## src/rtl/keymap_port_sequencer.sv

```systemverilog
// keymap_port_sequencer
//   Owns the keymap CPU port of the scancode translator and shares it between
//   the Z80 keymap I/O register (single-byte ops through a one-entry pending
//   slot) and a bulk loader that installs a full keymap image.  Every op is
//   stretched into a level strobe of HOLD_CYC cycles followed by GAP_CYC low
//   cycles, so the translator always sees the request and auto-increments its
//   address on release.
//
// Ports
//   clk, rst_n        clock, synchronous active-low reset
//   cpu_write/read/rewind, cpu_din   1-cycle CPU requests and write data
//   cpu_dout, cpu_dout_valid         last byte read, 1-cycle update pulse
//   cpu_busy          CPU op pending/executing or loader session active
//   cpu_overrun       sticky: a CPU request was dropped
//   ld_start          1-cycle pulse: begin a loader session
//   ld_valid/ld_data/ld_ready        loader byte stream handshake
//   ld_active, ld_done               session in progress / 1-cycle end pulse
//   km_din, km_write, km_read, km_rewind, km_dout   translator port
module keymap_port_sequencer #(
  parameter int HOLD_CYC  = 8,
  parameter int GAP_CYC   = 2,
  parameter int MAP_BYTES = 4096
) (
  input  logic       clk,
  input  logic       rst_n,
  input  logic       cpu_write,
  input  logic       cpu_read,
  input  logic       cpu_rewind,
  input  logic [7:0] cpu_din,
  output logic [7:0] cpu_dout,
  output logic       cpu_dout_valid,
  output logic       cpu_busy,
  output logic       cpu_overrun,
  input  logic       ld_start,
  input  logic       ld_valid,
  input  logic [7:0] ld_data,
  output logic       ld_ready,
  output logic       ld_active,
  output logic       ld_done,
  output logic [7:0] km_din,
  output logic       km_write,
  output logic       km_read,
  output logic       km_rewind,
  input  logic [7:0] km_dout
);

  typedef enum logic [2:0] {
    S_IDLE, S_STROBE, S_GAP, S_LD_WAIT, S_LD_FINAL
  } state_t;

  typedef enum logic [1:0] {
    OP_WRITE  = 2'd0,
    OP_READ   = 2'd1,
    OP_REWIND = 2'd2,
    OP_NONE   = 2'd3
  } op_t;

  localparam logic [7:0]  HOLD_LAST = 8'(HOLD_CYC - 1);
  localparam logic [7:0]  GAP_LAST  = 8'(GAP_CYC - 1);
  localparam logic [12:0] MAP_END   = 13'(MAP_BYTES);

  state_t      state, state_n;
  op_t         op;
  logic        op_ld;
  logic [7:0]  tmr;
  logic [12:0] cnt;
  logic        ld_pend;

  logic        slot_vld;
  op_t         slot_op;
  logic [7:0]  slot_data;

  op_t         req_op;
  logic        req_vld, req_multi, ld_req;
  logic        hold_end, gap_end;

  logic        start_op, start_ld;
  op_t         start_kind;
  logic [7:0]  start_data;
  logic        ld_begin, cpu_from_slot, cpu_direct, session_end, byte_xfer;

  // Request decode: rewind > write > read, losers are reported as overrun
  always_comb begin
    req_op = OP_NONE;
    if (cpu_rewind)     req_op = OP_REWIND;
    else if (cpu_write) req_op = OP_WRITE;
    else if (cpu_read)  req_op = OP_READ;
  end

  assign req_vld   = (req_op != OP_NONE);
  assign req_multi = (cpu_rewind & cpu_write) | (cpu_rewind & cpu_read) |
                     (cpu_write & cpu_read);
  assign ld_req    = ld_start & ~ld_active;
  assign hold_end  = (state == S_STROBE) && (tmr == HOLD_LAST);
  assign gap_end   = (state == S_GAP) && (tmr == GAP_LAST);

  // Next-state and op launch
  always_comb begin
    state_n       = state;
    start_op      = 1'b0;
    start_ld      = 1'b0;
    start_kind    = OP_NONE;
    start_data    = slot_data;
    ld_begin      = 1'b0;
    cpu_from_slot = 1'b0;
    cpu_direct    = 1'b0;
    session_end   = 1'b0;
    byte_xfer     = 1'b0;
    case (state)
      S_IDLE: begin
        // A loader start (latched or arriving now) beats any CPU op; an
        // empty slot lets a fresh CPU request launch without a slot bubble.
        if (ld_pend || ld_req) begin
          start_op   = 1'b1;
          start_ld   = 1'b1;
          start_kind = OP_REWIND;
          ld_begin   = 1'b1;
        end else if (slot_vld) begin
          start_op      = 1'b1;
          start_kind    = slot_op;
          start_data    = slot_data;
          cpu_from_slot = 1'b1;
        end else if (req_vld) begin
          start_op   = 1'b1;
          start_kind = req_op;
          start_data = cpu_din;
          cpu_direct = 1'b1;
        end
      end
      S_STROBE: begin
        if (hold_end) state_n = S_GAP;
      end
      S_GAP: begin
        if (gap_end) begin
          if (!op_ld) begin
            state_n = S_IDLE;
          end else if (cnt == MAP_END) begin
            // Full image written: close with a rewind, then end the session
            if (op == OP_REWIND) begin
              state_n     = S_IDLE;
              session_end = 1'b1;
            end else begin
              state_n = S_LD_FINAL;
            end
          end else begin
            state_n = S_LD_WAIT;
          end
        end
      end
      S_LD_WAIT: begin
        if (ld_valid) begin
          start_op   = 1'b1;
          start_ld   = 1'b1;
          start_kind = OP_WRITE;
          start_data = ld_data;
          byte_xfer  = 1'b1;
        end
      end
      S_LD_FINAL: begin
        start_op   = 1'b1;
        start_ld   = 1'b1;
        start_kind = OP_REWIND;
      end
      default: state_n = S_IDLE;
    endcase
    if (start_op) state_n = S_STROBE;
  end

  // Control and output registers
  always_ff @(posedge clk) begin
    if (!rst_n) begin
      state          <= S_IDLE;
      op             <= OP_NONE;
      op_ld          <= 1'b0;
      tmr            <= '0;
      cnt            <= '0;
      ld_pend        <= 1'b0;
      ld_active      <= 1'b0;
      ld_done        <= 1'b0;
      slot_vld       <= 1'b0;
      slot_op        <= OP_NONE;
      cpu_overrun    <= 1'b0;
      cpu_dout       <= '0;
      cpu_dout_valid <= 1'b0;
      km_din         <= '0;
    end else begin
      state <= state_n;

      if (start_op) begin
        op    <= start_kind;
        op_ld <= start_ld;
        if (start_kind == OP_WRITE) km_din <= start_data;
      end

      if (start_op || hold_end) tmr <= '0;
      else                      tmr <= tmr + 8'd1;

      // Read data is sampled on the final strobe cycle, after the
      // translator has had its worst-case latency to respond.
      cpu_dout_valid <= 1'b0;
      if (hold_end && op == OP_READ) begin
        cpu_dout       <= km_dout;
        cpu_dout_valid <= 1'b1;
      end

      if (session_end)    cnt <= '0;
      else if (byte_xfer) cnt <= cnt + 13'd1;

      if (ld_begin)    ld_active <= 1'b1;
      if (session_end) ld_active <= 1'b0;
      ld_done <= session_end;

      if (ld_begin)    ld_pend <= 1'b0;
      else if (ld_req) ld_pend <= 1'b1;

      if (cpu_from_slot) begin
        slot_vld <= 1'b0;
      end else if (req_vld && !slot_vld && !cpu_direct) begin
        slot_vld <= 1'b1;
        slot_op  <= req_op;
      end

      if ((req_vld && slot_vld) || req_multi) cpu_overrun <= 1'b1;
    end
  end

  // Slot payload needs no reset: it is only read while slot_vld is set
  always_ff @(posedge clk) begin
    if (req_vld && !slot_vld && !cpu_direct) slot_data <= cpu_din;
  end

  assign km_write  = (state == S_STROBE) && (op == OP_WRITE);
  assign km_read   = (state == S_STROBE) && (op == OP_READ);
  assign km_rewind = (state == S_STROBE) && (op == OP_REWIND);
  assign ld_ready  = (state == S_LD_WAIT);
  assign cpu_busy  = (state != S_IDLE) || slot_vld || ld_active;

endmodule

```

## config.mk

```make
export PLATFORM = sky130hd
export DESIGN_NAME = keymap_port_sequencer
export DESIGN_NICKNAME = d
export VERILOG_FILES = /design/src/rtl/keymap_port_sequencer.sv
export SDC_FILE = /design/constraint.sdc
export NUM_CORES = 1
export LEC_CHECK = 0
export BUFFER_PORTS_ARGS = -buffer_cell sky130_fd_sc_hd__buf_2
export CAP_MARGIN = 5
export CORE_MARGIN = 2
export CORE_UTILIZATION = 30
export CTS_BUF_LIST = sky130_fd_sc_hd__clkbuf_2
export CTS_CLUSTER_DIAMETER = 100
export DETAILED_ROUTE_END_ITERATION = 6
export PLACE_DENSITY = 0.57
export SYNTH_ARGS = -nofsm -noshare
export SYNTH_HDL_FRONTEND = slang
export SYNTH_SLANG_ARGS = --single-unit
export TNS_END_PERCENT = 20
```

## constraint.sdc

```tcl
create_clock -name clk -period 2.55 [get_ports clk]
set_input_delay 0.6375 -clock clk [delete_from_list [all_inputs] [get_ports clk]]
set_output_delay 0.6375 -clock clk [all_outputs]
set_load 0.01 [all_outputs]
```

After elaboration in Yosys (flattened, before gate mapping) --
Index checks and enable logic that the tools add are counted.
Operators by class: $add $sub $neg 2, equality and inequality tests 15, mux-type cells 41, bitwise logic cells 10, reductions and logical operators 30
Operator list (number):
- $mux 8 | 4
- $mux 1 | 20
- $pmux 8 s2 | 1
- $mux 3 | 5
- $mux 2 | 7
- $add 13x1->13 const B | 1
- $eq 13x13->1 const B | 1
- $reduce_or 2->1 | 5
- $logic_and 1x1->1 | 9
- $pmux 3 s3 | 1
- $add 8x1->8 const B | 1
- $eq 8x1->1 const B | 1
- $eq 8x3->1 const B | 1
- $eq 3x2->1 const B | 2
- $ne 2x2->1 const B | 3
- $ne 3x3->1 const B | 2
- $pmux 1 s3 | 2
- $pmux 2 s3 | 1
- $reduce_and 3->1 | 2
- $logic_or 1x1->1 | 5
- $and 1x1->1 | 4
- $logic_not 2->1 | 2
- $not 1->1 | 4
- $reduce_and 2->1 | 2
- other kinds (10) | 12
Storage, ports and cells: flip-flop bits (word level) 59, input bits 31, output and inout port bits 25, logic and storage cells 114

Logic depth before layout (Yosys ltp) --
Gate-level depths: netlist of the first run.
depth in word-level cells 11, depth in mapped cells 7, depth with buffers taken out 7

Worst setup path after synthesis of the first run --
Ideal clock, no wire load.
kind input -> register, start input ld_start, end register slot_op[1], setup time 0.119 ns, arrival time 2.245 ns, data required time 2.431 ns, slack 0.186 ns, cell stages on the path 5, buffers on the path 0, path through nor2b_1 nor3_1 nor3_1 mux2i_1 nand2_1
On the way: cells in the longest elaborated chain, start to end 7, elaborated cells between the ends (all ways) 10, those cells by class mux: 4; bitwise: 2; reduce/logical: 4
Ends and longest elaborated chain:
- start: declaration | RTL line 34 | input logic ld_start,
- $and 1x1->1 (*) | RTL line 93 | assign ld_req = ld_start & ~ld_active;
- $logic_or 1x1->1 (*) | RTL line 113 | if (ld_pend || ld_req) begin
- $mux 1 | RTL line 113
- $mux 1 | RTL line 109 | case (state)
- $logic_not 1->1 | RTL line 218 | end else if (req_vld && !slot_vld && !cpu_direct) begin
- $logic_and 1x1->1 | RTL line 218
- $reduce_and 2->1 (no source line) (*)
- end signal: assignment | RTL line 220 | slot_op <= req_op;
- end: declaration | RTL line 70 | op_t slot_op;
Mark *: on every way between the ends. The rest lies on a longest branch, timed or not. A chain may end at the register's enable or synchronous reset.

Worst setup path after layout of the first run --
start register state[0], end output cpu_busy
On the way: cells in the longest elaborated chain, start to end 3
Ends and longest elaborated chain:
- start: declaration | RTL line 62 | state_t state, state_n;
- start signal: assignment | RTL line 187 | state <= state_n;
- $reduce_bool 3->1 | RTL line 236 | assign cpu_busy = (state != S_IDLE) || slot_vld || ld_active;
- $logic_or 1x1->1 (2 in series) | RTL line 236
- end: declaration | RTL line 32 | output logic cpu_busy,
No other way between the ends.

==> metrics.log, run 1 <==
INFO  metric first_global_vias = 2390
INFO  metric synth-edff-count = 8
INFO  metric cts_clk_pin_slew_worst_paths = 0.20 ns
INFO  metric layout-drive-gt1-share = 0.259
INFO  metric postLayoutCoreUtil = 0.365
INFO  metric design.core.area = 9200 µm²
INFO  metric crit_arrival = 1.75 ns
INFO  metric setup_violations = 0
INFO  metric setup_repair_after_global_routing_missed_its_margin = no
INFO  metric fin_crit_sh = 0.938
INFO  metric synth_ff_type = dfxtp_1
INFO  metric sum_neg_setup_slack = 0 ns
INFO  metric sw_share = 0.280
INFO  metric hpwl = 4.86 mm
INFO  metric synthToLayoutAreaGrowth = 18.3%
INFO  metric io_pins = 56
INFO  metric cts_inserted_buffers = 9
INFO  metric ys_async_sr_fraction = 0
INFO  metric yosysWarningCount = 0
INFO  metric die_height = 101 µm
INFO  metric setup.worst_path.start_class = flip-flop
INFO  metric report.final.hold_viol_count = 0
INFO  metric drtPass1Iterations = 4
INFO  metric internal-power = 0.00132 W
INFO  metric detail_route.wirelength = 6.70 mm
INFO  metric mux_share_of_post_synthesis_cell_area = 0.0467
INFO  metric wire_length_of_the_first_global_routing_pass = 11.3 mm
INFO  metric run_status = finished, final reports clean
INFO  metric drt-initial-drc-count = 118
INFO  metric syn-instance-count = 310
INFO  metric yosys.area_share.xor_xnor = 0.0432
INFO  metric post_drt_wl_per_cell = 13.8 µm
INFO  metric clock_insertion_delay_worst_skew = 0.49 ns
INFO  metric crit_slowest_cell = dfxtp_2
INFO  metric rr_startpoint = state[1]
INFO  metric die_area = 10300 µm²
INFO  metric critPathRequiredTime = 1.91 ns
INFO  metric port_buffers = 55
INFO  metric terminating_pin_of_the_worst_hold_path = slot_data[6]
INFO  metric ys_ff_latch = 59
INFO  metric path_cells = or3_4, or3_1, buf_2
INFO  metric power.share.clock = 0.307
INFO  metric antenna_violating_nets_post_route = 0
INFO  metric total_switching_power = 0.000513 W
INFO  metric min_path_type = primary input to flip-flop
INFO  metric power_frac_seq = 0.554
INFO  metric start_util = 0.309
INFO  metric yosys.area_share.simple = 0.237
INFO  metric synth_compound_gate_area_share = 0.173
INFO  metric grt_max_degree = 20
INFO  metric number_of_antenna_violations_at_the_first_check_in_global_routing = 0
INFO  metric timing.setup.critical_path_class = flip-flop to output port
INFO  metric drc = 0
INFO  metric layout_min_cycle_time = 2.39 ns
INFO  metric worst_hold_path.num_cells = 1
INFO  metric hold_path_startpoint = cpu_din[6]
INFO  metric globalRouteTotalUtil = 0.141
INFO  metric max-slew-margin-rel = 0.241
INFO  metric grt_overflow_total = 0
INFO  metric synth_seq_area_share = 0.444
INFO  metric die_x = 101 µm
INFO  metric fillerInstances = 974
INFO  metric post_drt_via_cell_ratio = 5.08
INFO  metric std_cell_rows = 35
INFO  metric synthAdderAreaFrac = 0.0176
INFO  metric vias = 2463
INFO  metric mappedNetlistNets = 345
INFO  metric fin_worst_skew = 0.0390 ns
INFO  metric worst_slew_pin_slew = 1.13 ns
INFO  metric reg2reg_slack = 0.45 ns
INFO  metric path_max_fanout = 13
INFO  metric path_buf_inv = 1
INFO  metric clock_tree.htree_level_count = 3
INFO  metric cts.sink_count = 59
INFO  metric power.share.combinational = 0.138
INFO  metric worst_reg2reg_endpoint = km_din[5]
INFO  metric vdd.ir_drop.worst = 0.000275 V
INFO  metric fmaxAchievable = 418 MHz
INFO  metric cts.root.buffer_cell = clkbuf_2
INFO  metric leakage = 1.42 nW
INFO  metric ff2ff_path_depth = 6
INFO  metric timing.critical_path.slowest_cell_delay = 0.42 ns
INFO  metric syn_area = 2840 µm²
INFO  metric drv.max_cap_violation_count = 0
INFO  metric worst_path_dominant_cell_family = simple AND/OR/NAND/NOR gates
INFO  metric yosysUniqueCellTypes = 51
INFO  metric place_congestion = 0.780
INFO  metric syn_area_per_cell = 9.15 µm²
INFO  metric ctsLongestPathBuffers = 2
INFO  metric tritoncts = yes
INFO  metric cp-end-kind = output port
INFO  metric total_power = 0.00183 W
INFO  metric pwr_density_cell = 546 nW/µm²
INFO  metric final_nets = 404
INFO  metric finalMaxSlewViolations = 0
INFO  metric diodes = 0
INFO  metric synth_top_family_by_area = simple AND/OR/NAND/NOR gates
## repair_timing
action | 4_1_cts | 5_1_grt
setup buffers | 0 | 0
hold buffers | 0 | 0
resized for setup | 0 | 2
endpoints found under the hold margin | 0 | 0
endpoints found under the setup margin | 0 | 2
## sequential cells by signal (all words and copies together), names as in the netlist
name / cells
cnt: 13
cpu_dout: 8
cpu_dout_valid: 1
cpu_overrun: 1
km_din: 8
ld_active: 1
ld_done: 1
ld_pend: 1
op: 2
op_ld: 1
slot_data: 8
slot_op: 2
slot_vld: 1
state: 3
tmr: 8
## synthesized netlist by cell type (all sizes together) (2+ instances only)
master   n  area (µm²)
dfxtp   51        1020
nor2    44         165
nand2   29         109
a21oi   16        80.1
a31oi   15         106
o21ai   12        67.6
mux2i   11         110
nor3    11        55.1
xor2    10        87.6
inv      9        33.8
and3     8        50.1
buf      8        51.3
edfxtp   8         240
or3      8        65.1
a32o     7        70.1
nand3    7        40.0
clkbuf   6        22.5
nor4     6        43.8
ha       4        50.1
nand4    4        25.0
xnor2    4        35.0
nor2b    3        18.8
mux2     2        22.5
nand2b   2        12.5
nor4b    2        17.5
o21a     2        15.0
o31ai    2        42.5
o41ai    2        36.3
or2      2        12.5
or4      2        22.5
## power groups by stage
stage | combinational (W) | clock (W) | sequential, W
detailed placement | 0.000254 | 0 | 0.00104
finish | 0.000253 | 0.000563 | 0.00102
global placement | 0.000252 | 0 | 0.00103
CTS | 0.000255 | 0.000586 | 0.00102
global route | 0.000286 | 0.000626 | 0.00102
floorplan | 0.000168 | 0 | 0.00103
## cells in the final DEF (no fill, tap or decap), types with 3 or more instances in the layout
cell type   n
buf_2      55
a32o_1      7
nor2_1     44
nand4_1     4
a21oi_1    16
and3_1      8
ha_1        4
clkbuf_2   11
nand3_1     6
or3_1       5
o21ai_0    10
inv_1       9
nor4_1      4
nor3_1     10
a31oi_1    13
dfxtp_1    50
mux2i_1    11
edfxtp_1    8
buf_4       6
xor2_1     10
or3_4       3
nand2_1    29
xnor2_1     4
nor2b_1     3
clkinv_1    3
## layer usage
metal | GRT usage | up-vias | share of wire
li1 | - | 1253 | -
met3 | 0.0455 | 6 | 0.039
met2 | 0.220 | 53 | 0.46
met4 | 0.0561 | 0 | 0.016
met5 | 0 | - | 0
met1 | 0.180 | 1151 | 0.48
## worst reg2reg max path: stages (launching register included)
cell	delay, ns
dfxtp_1	0.44
buf_4	0.23
nor3_2	0.86
nand2_1	0.12
nor2_1	0.13
a31oi_1	0.06
a31oi_2	0.22
## stage by stage
stage	instance area [µm²]	hold slack, ns	setup slack (ns)	instances
floorplan	2840	0.430	0.186	310
global placement	3250	0.437	0.319	469
CTS	3350	0.266	0.0209	485
global route	3360	0.251	0.0220	485
detailed placement	3250	0.450	0.270	469
finish	3360	0.317	0.158	485
## kinds of logic (layout without fill, tap and decap cells)
group,after synthesis,in the layout
AOI/OAI and AO/OA,65,65
DFF,59,59
and+or+nand+nor,132,132
adders and majority gates,4,4
xor gates and xnor gates,14,14
muxes,13,13
buffers and inverters,23,87
## worst max-delay path by stage
| stage | startpoint | to | slack (ns) | cells past startpoint |
|---|---|---|---|---|
| detailed placement | cpu_rewind | tmr[5] | 0.27 | 6 |
| CTS | state[0] | cpu_busy | 0.02 | 3 |
| global route | state[0] | cpu_busy | 0.02 | 3 |
| global placement | cpu_rewind | tmr[5] | 0.32 | 6 |
| floorplan | ld_start | slot_op[1] | 0.19 | 5 |
| finish | state[0] | cpu_busy | 0.16 | 3 |
## cell type report
cell class              count  area, µm²  share of cell area
inverters                   9       33.8              0.0101
well taps                 111        139              0.0414
clock inverters             5       46.3              0.0138
flip-flops and latches     59       1260               0.376
clock buffers              11       55.1              0.0164
repair buffers             62        340               0.101
multi-input cells         228       1480               0.441
No activity file was read; power rests on OpenSTA's default activity.
==> run 2: changes to the inputs <==
--- a/config.mk
+++ b/config.mk
@@ -12,6 +12,7 @@
 export CTS_BUF_LIST = sky130_fd_sc_hd__clkbuf_2
 export CTS_CLUSTER_DIAMETER = 100
 export DETAILED_ROUTE_END_ITERATION = 6
+export GPL_TIMING_DRIVEN = 0
 export PLACE_DENSITY = 0.57
 export SYNTH_ARGS = -nofsm -noshare
 export SYNTH_HDL_FRONTEND = slang
==> run 2 against run 1 <==
Against the previous run:
- die area unchanged
- critical path type unchanged
- sequential cell count stayed put
- wire length rose by 5.5%
- highest routed layer unchanged
- register-to-register slack got worse by 0.31 ns
- utilization shrank 0.19 points
==> metrics.log, run 2 (synthesis gave the netlist of run 1 again) <==
INFO  metric ctsLongestPathBuffers = 2
INFO  metric cts_hold_buf = 0
INFO  metric gr-usage-met3 = 0.0386
INFO  metric design.core.area = 9200 µm²
INFO  metric cp-end-kind = output port
INFO  metric place_congestion = 0.798
INFO  metric detail_route.wirelength = 7.06 mm
INFO  metric drt-initial-drc-count = 219
INFO  metric report.final.hold_viol_count = 0
INFO  metric layout-drive-gt1-share = 0.255
INFO  metric internal-power = 0.00122 W
INFO  metric min_path_type = primary input to flip-flop
INFO  metric cts_clk_pin_slew_worst_paths = 0.18 ns
INFO  metric wire_length_of_the_first_global_routing_pass = 11.2 mm
INFO  metric post-place-ws = -0.0482 ns
INFO  metric sum_neg_setup_slack = 0 ns
INFO  metric worst_setup_path_startpoint = state[1]
INFO  metric fin_worst_skew = 0.0349 ns
INFO  metric path_max_fanout = 10
INFO  metric clock_tree.htree_level_count = 3
INFO  metric finalWorstSetupSlack = 0.0857 ns
INFO  metric port_buffers = 54
INFO  metric setup.worst_path.start_class = flip-flop
INFO  metric sw_share = 0.302
INFO  metric gr-usage-met1 = 0.185
INFO  metric registers.top_by_ff_count = cnt
INFO  metric clock_insertion_delay_worst_skew = 0.51 ns
INFO  metric io_pins = 56
INFO  metric grt_busiest_layer = met2
INFO  metric power.share.combinational = 0.151
INFO  metric ff2ff_path_depth = 5
INFO  metric final_nets = 410
INFO  metric layout_min_cycle_time = 2.46 ns
INFO  metric setup_repair_after_global_routing_missed_its_margin = no
INFO  metric timing.setup.critical_path_class = flip-flop to output port
INFO  metric worst_slew_pin_slew = 0.942 ns
INFO  metric grt_max_degree = 11
INFO  metric globalRouteTotalUtil = 0.141
INFO  metric cts_inserted_buffers = 9
INFO  metric fillerInstances = 974
INFO  metric post_drt_wl_per_cell = 14.4 µm
INFO  metric worst_reg2reg_endpoint = km_din[6]
INFO  metric critical_path.endpoint = km_write
INFO  metric crit_arrival = 1.83 ns
INFO  metric post-place-cells = 475
INFO  metric post_drt_via_cell_ratio = 5.11
INFO  metric number_of_antenna_violations_at_the_first_check_in_global_routing = 1
INFO  metric vdd.ir_drop.worst = 0.000212 V
INFO  metric fmaxAchievable = 406 MHz
INFO  metric rr_startpoint = state[2]
INFO  metric fin_crit_sh = 0.966
INFO  metric grtUsageMet2 = 0.212
INFO  metric final_cell_mix = buf_2, dfxtp_1, nor2_1
INFO  metric start_util = 0.309
INFO  metric total_switching_power = 0.000526 W
INFO  metric fin_hold_ws = 0.305 ns
INFO  metric drc = 0
INFO  metric largest_reg_flops = 13
INFO  metric die_height = 101 µm
INFO  metric setup_violations = 0
INFO  metric grt_overflow_total = 0
INFO  metric std_cell_rows = 35
INFO  metric run_status = finished, final reports clean
INFO  metric critPathRequiredTime = 1.91 ns
INFO  metric die_area = 10300 µm²
INFO  metric power_frac_seq = 0.580
INFO  metric max-slew-margin-rel = 0.367
INFO  metric reg2reg_slack = 0.14 ns
INFO  metric power.share.clock = 0.269
INFO  metric most_common_cell_after_layout_fill_and_taps_aside = buf_2
INFO  metric post_layout_nonfiller_instances = 492
INFO  metric tritoncts = yes
INFO  metric pwr_density_cell = 521 nW/µm²
INFO  metric total_power = 0.00174 W
INFO  metric drv.max_cap_violation_count = 0
INFO  metric die_x = 101 µm
INFO  metric finalMaxSlewViolations = 0
INFO  metric hpwl = 5.10 mm
INFO  metric antenna_violating_nets_post_route = 0
INFO  metric leakage = 1.41 nW
INFO  metric first_global_vias = 2382
INFO  metric drtPass1Iterations = 4
INFO  metric synthToLayoutAreaGrowth = 17.7%
INFO  metric cts.root.buffer_cell = clkbuf_2
INFO  metric vias = 2516
INFO  metric cts.sink_count = 59
==> run 2: worst min path at each step <==
stage / start / end / slack (ns) / cells after the start
4_1_cts: cpu_din[6] / slot_data[6] / 0.28 / 1
6_report: cpu_din[6] / slot_data[6] / 0.31 / 1
3_3_place_gp: tmr[0] / tmr[0] / 0.45 / 1
5_1_grt: cpu_din[6] / slot_data[6] / 0.25 / 1
3_5_place_dp: cpu_overrun / cpu_overrun / 0.45 / 1
2_1_floorplan: tmr[0] / tmr[0] / 0.43 / 1
==> run 2: through the flow <==
step | area, µm² | util
floorplan | 2840 | -
global placement | 3250 | 0.353
detailed placement | 3250 | 0.354
CTS | 3330 | 0.362
global route | 3340 | 0.363
finish | 3340 | 0.363
==> run 2: repair_timing <==
item,CTS,global route
setup endpoints to repair,1,1
gates resized for setup,1,1
buffers inserted,0,0
==> run 2: layout make-up <==
type	count	area, µm²	area share
Antenna cell	1	2.50	0.000749
Buffer	14	75.1	0.0225
Clock buffer	11	55.1	0.0165
Clock inverter	5	22.5	0.00674
Inverter	9	33.8	0.0101
Multi-Input combinational cell	228	1480	0.443
Sequential cell	59	1260	0.378
Tap cell	111	139	0.0416
Timing Repair Buffer	54	270	0.0809
==> run 2: layer usage <==
metal | vias to the layer above | share of wire | wire (µm)
met2 | 64 | 0.45 | 3170
li1 | 1252 | - | -
met1 | 1193 | 0.49 | 3440
met4 | 0 | 0.015 | 108
met5 | - | 0 | 0
met3 | 7 | 0.048 | 339
==> run 2: power by group through the flow <==
stage	clock network, W	logic, W	registers (W)
6_report	0.000468	0.000263	0.00101
3_5_place_dp	0	0.000261	0.00103
4_1_cts	0.000489	0.000262	0.00101
2_1_floorplan	0	0.000168	0.00103
3_3_place_gp	0	0.000255	0.00103
5_1_grt	0.000531	0.000291	0.00102
==> run 2: critical path, stage by stage, from the launching register on <==
cell and delay, ns:
dfxtp_1 0.35, buf_2 0.18, buf_1 0.26, nor4_1 0.35, buf_2 0.20
==> run 3: changes to the inputs <==
--- a/config.mk
+++ b/config.mk
@@ -14,6 +14,7 @@
 export DETAILED_ROUTE_END_ITERATION = 6
 export GPL_TIMING_DRIVEN = 0
 export PLACE_DENSITY = 0.57
+export REMOVE_ABC_BUFFERS = 1
 export SYNTH_ARGS = -nofsm -noshare
 export SYNTH_HDL_FRONTEND = slang
 export SYNTH_SLANG_ARGS = --single-unit
==> run 3 against run 2 <==
Against the previous run:
- sequential power about the same
- first-iteration DRC count down 42%
- clock skew down 0.0057 ns
- design area down 1.6%
- register-to-register slack better by 0.13 ns
- utilization down 0.60 points
- via count down 4.8%
- worst hold slack better by 0.038 ns
- critical path type unchanged
- critical endpoint is now cpu_busy
- highest routed layer unchanged
==> metrics.log, run 3 (synthesis gave the netlist of run 1 again) <==
INFO  metric setup_violations = 0
INFO  metric place_congestion = 0.742
INFO  metric first_global_vias = 2236
INFO  metric largest_reg_flops = 13
INFO  metric io_pins = 56
INFO  metric std_cell_rows = 35
INFO  metric cts_clk_pin_slew_worst_paths = 0.17 ns
INFO  metric ff2ff_path_depth = 5
INFO  metric die_area = 10300 µm²
INFO  metric worst_slew_pin_slew = 0.919 ns
INFO  metric hpwl = 4.62 mm
INFO  metric globalRouteTotalUtil = 0.131
INFO  metric report.final.hold_viol_count = 0
INFO  metric design.core.area = 9200 µm²
INFO  metric layout-drive-gt1-share = 0.253
INFO  metric most_common_cell_after_layout_fill_and_taps_aside = buf_2
INFO  metric wire_length_of_the_first_global_routing_pass = 10.6 mm
INFO  metric cts.sink_count = 59
INFO  metric fin_crit_sh = 0.951
INFO  metric fin_worst_skew = 0.0292 ns
INFO  metric tritoncts = yes
INFO  metric die_height = 101 µm
INFO  metric met1_wire_length = 3.09 mm
INFO  metric vias = 2395
INFO  metric timing.setup.critical_path_class = flip-flop to output port
INFO  metric drc = 0
INFO  metric critPathRequiredTime = 1.91 ns
INFO  metric cts_inserted_buffers = 9
INFO  metric cts_hold_buf = 0
INFO  metric worst_hold_path.num_cells = 1
INFO  metric clock_insertion_delay_worst_skew = 0.47 ns
INFO  metric top_layer_used = met4
INFO  metric total_power = 0.00169 W
INFO  metric die_x = 101 µm
INFO  metric met2_wirelength = 2.90 mm
INFO  metric layout_min_cycle_time = 2.42 ns
INFO  metric drv.max_cap_violation_count = 0
INFO  metric detail_route.wirelength = 6.49 mm
INFO  metric vdd.ir_drop.worst = 0.000214 V
INFO  metric sequential_standard_cell_area = 1260 µm²
INFO  metric postLayoutCoreUtil = 0.357
INFO  metric grt_overflow_total = 0
INFO  metric antenna_violating_nets_post_route = 0
INFO  metric drt-initial-drc-count = 128
INFO  metric met3WireLength = 403 µm
INFO  metric drtPass1Iterations = 4
INFO  metric clock_tree.htree_level_count = 3
INFO  metric cts.root.buffer_cell = clkbuf_2
INFO  metric crit_arrival = 1.79 ns
INFO  metric cts_setup_buffers = 0
INFO  metric setup.worst_path.start_class = flip-flop
INFO  metric setup_repair_after_global_routing_missed_its_margin = no
INFO  metric fmaxAchievable = 413 MHz
INFO  metric final_cell_mix = buf_2, dfxtp_1, nor2_1
INFO  metric cp-end-kind = output port
INFO  metric grt_max_degree = 22
INFO  metric registers.top_by_ff_count = cnt
INFO  metric leakage = 1.37 nW
INFO  metric ctsLongestPathBuffers = 2
INFO  metric synthToLayoutAreaGrowth = 15.7%
INFO  metric port_buffers = 55
INFO  metric number_of_antenna_violations_at_the_first_check_in_global_routing = 1
INFO  metric finalMaxSlewViolations = 0
INFO  metric min_path_type = primary input to flip-flop
INFO  metric fillerInstances = 957
INFO  metric run_status = finished, final reports clean
INFO  metric max-slew-margin-rel = 0.384
INFO  metric post_drt_via_cell_ratio = 4.99
INFO  metric start_util = 0.309
INFO  metric sum_neg_setup_slack = 0 ns
INFO  metric post_drt_wl_per_cell = 13.5 µm
INFO  metric path_max_fanout = 15
INFO  metric final_nets = 399
INFO  metric pwr_density_cell = 515 nW/µm²
INFO  metric multi_input_area = 1480 µm²
run 3: changes by cell type in the layout (fill, tap and decap cells not counted), sizes merged:
cell / change
buf: -5
clkbuf: -7
run 3: what timing repair did:
item / 4_1_cts / 5_1_grt
endpoints found under the setup margin: 1 / 2
hold endpoints to repair: 0 / 0
pin swaps: 0 / 0
gates resized for setup: 2 / 1
run 3: layout make-up:
class | instances | area share
Tap cell | 111 | 0.0423
Sequential cell | 59 | 0.385
Clock buffer | 10 | 0.0152
Timing Repair Buffer | 57 | 0.0895
Clock inverter | 5 | 0.00648
Antenna cell | 1 | 0.000762
Multi-Input combinational cell | 228 | 0.450
Inverter | 9 | 0.0103
run 3: critical path, stage by stage, from the launching register on:
cell     delay, ns
dfxtp_2       0.44
or3_4         0.41
or3_1         0.32
buf_2         0.15
run 3: power by group:
| group | switching, W | internal (W) |
|---|---|---|
| Combinational | 0.000142 | 0.000104 |
| Sequential | 0.0000329 | 0.000984 |
| Clock | 0.000315 | 0.000115 |
| Total | 0.000490 | 0.00120 |
run 3: stage by stage:
| step | area, µm² | hold slack, ns | worst slack [ns] | std cells |
|---|---|---|---|---|
| 6_report | 3280 | 0.343 | 0.126 | 480 |
| 5_1_grt | 3280 | 0.276 | 0.0314 | 480 |
| 4_1_cts | 3280 | 0.303 | 0.0418 | 479 |
| 3_5_place_dp | 3210 | 0.457 | -0.0903 | 464 |
| 3_3_place_gp | 3180 | 0.445 | -0.534 | 462 |
| 2_1_floorplan | 2760 | 0.430 | 0.190 | 296 |
run 3: path summary, 6_finish.rpt:
| check | from | end | slack, ns |
|---|---|---|---|
| max | state[2] | cpu_busy | 0.13 |
| min | cpu_din[3] | slot_data[3] | 0.34 |
| max reg2reg | state[2] | km_din[1] | 0.27 |
| min reg2reg | tmr[0] | tmr[0] | 0.49 |
run 3: routing by layer:
layer	vias up	track usage
met3	8	0.0469
met1	1097	0.168
met2	57	0.202
met5	-	0
met4	0	0.0499
li1	1233	-
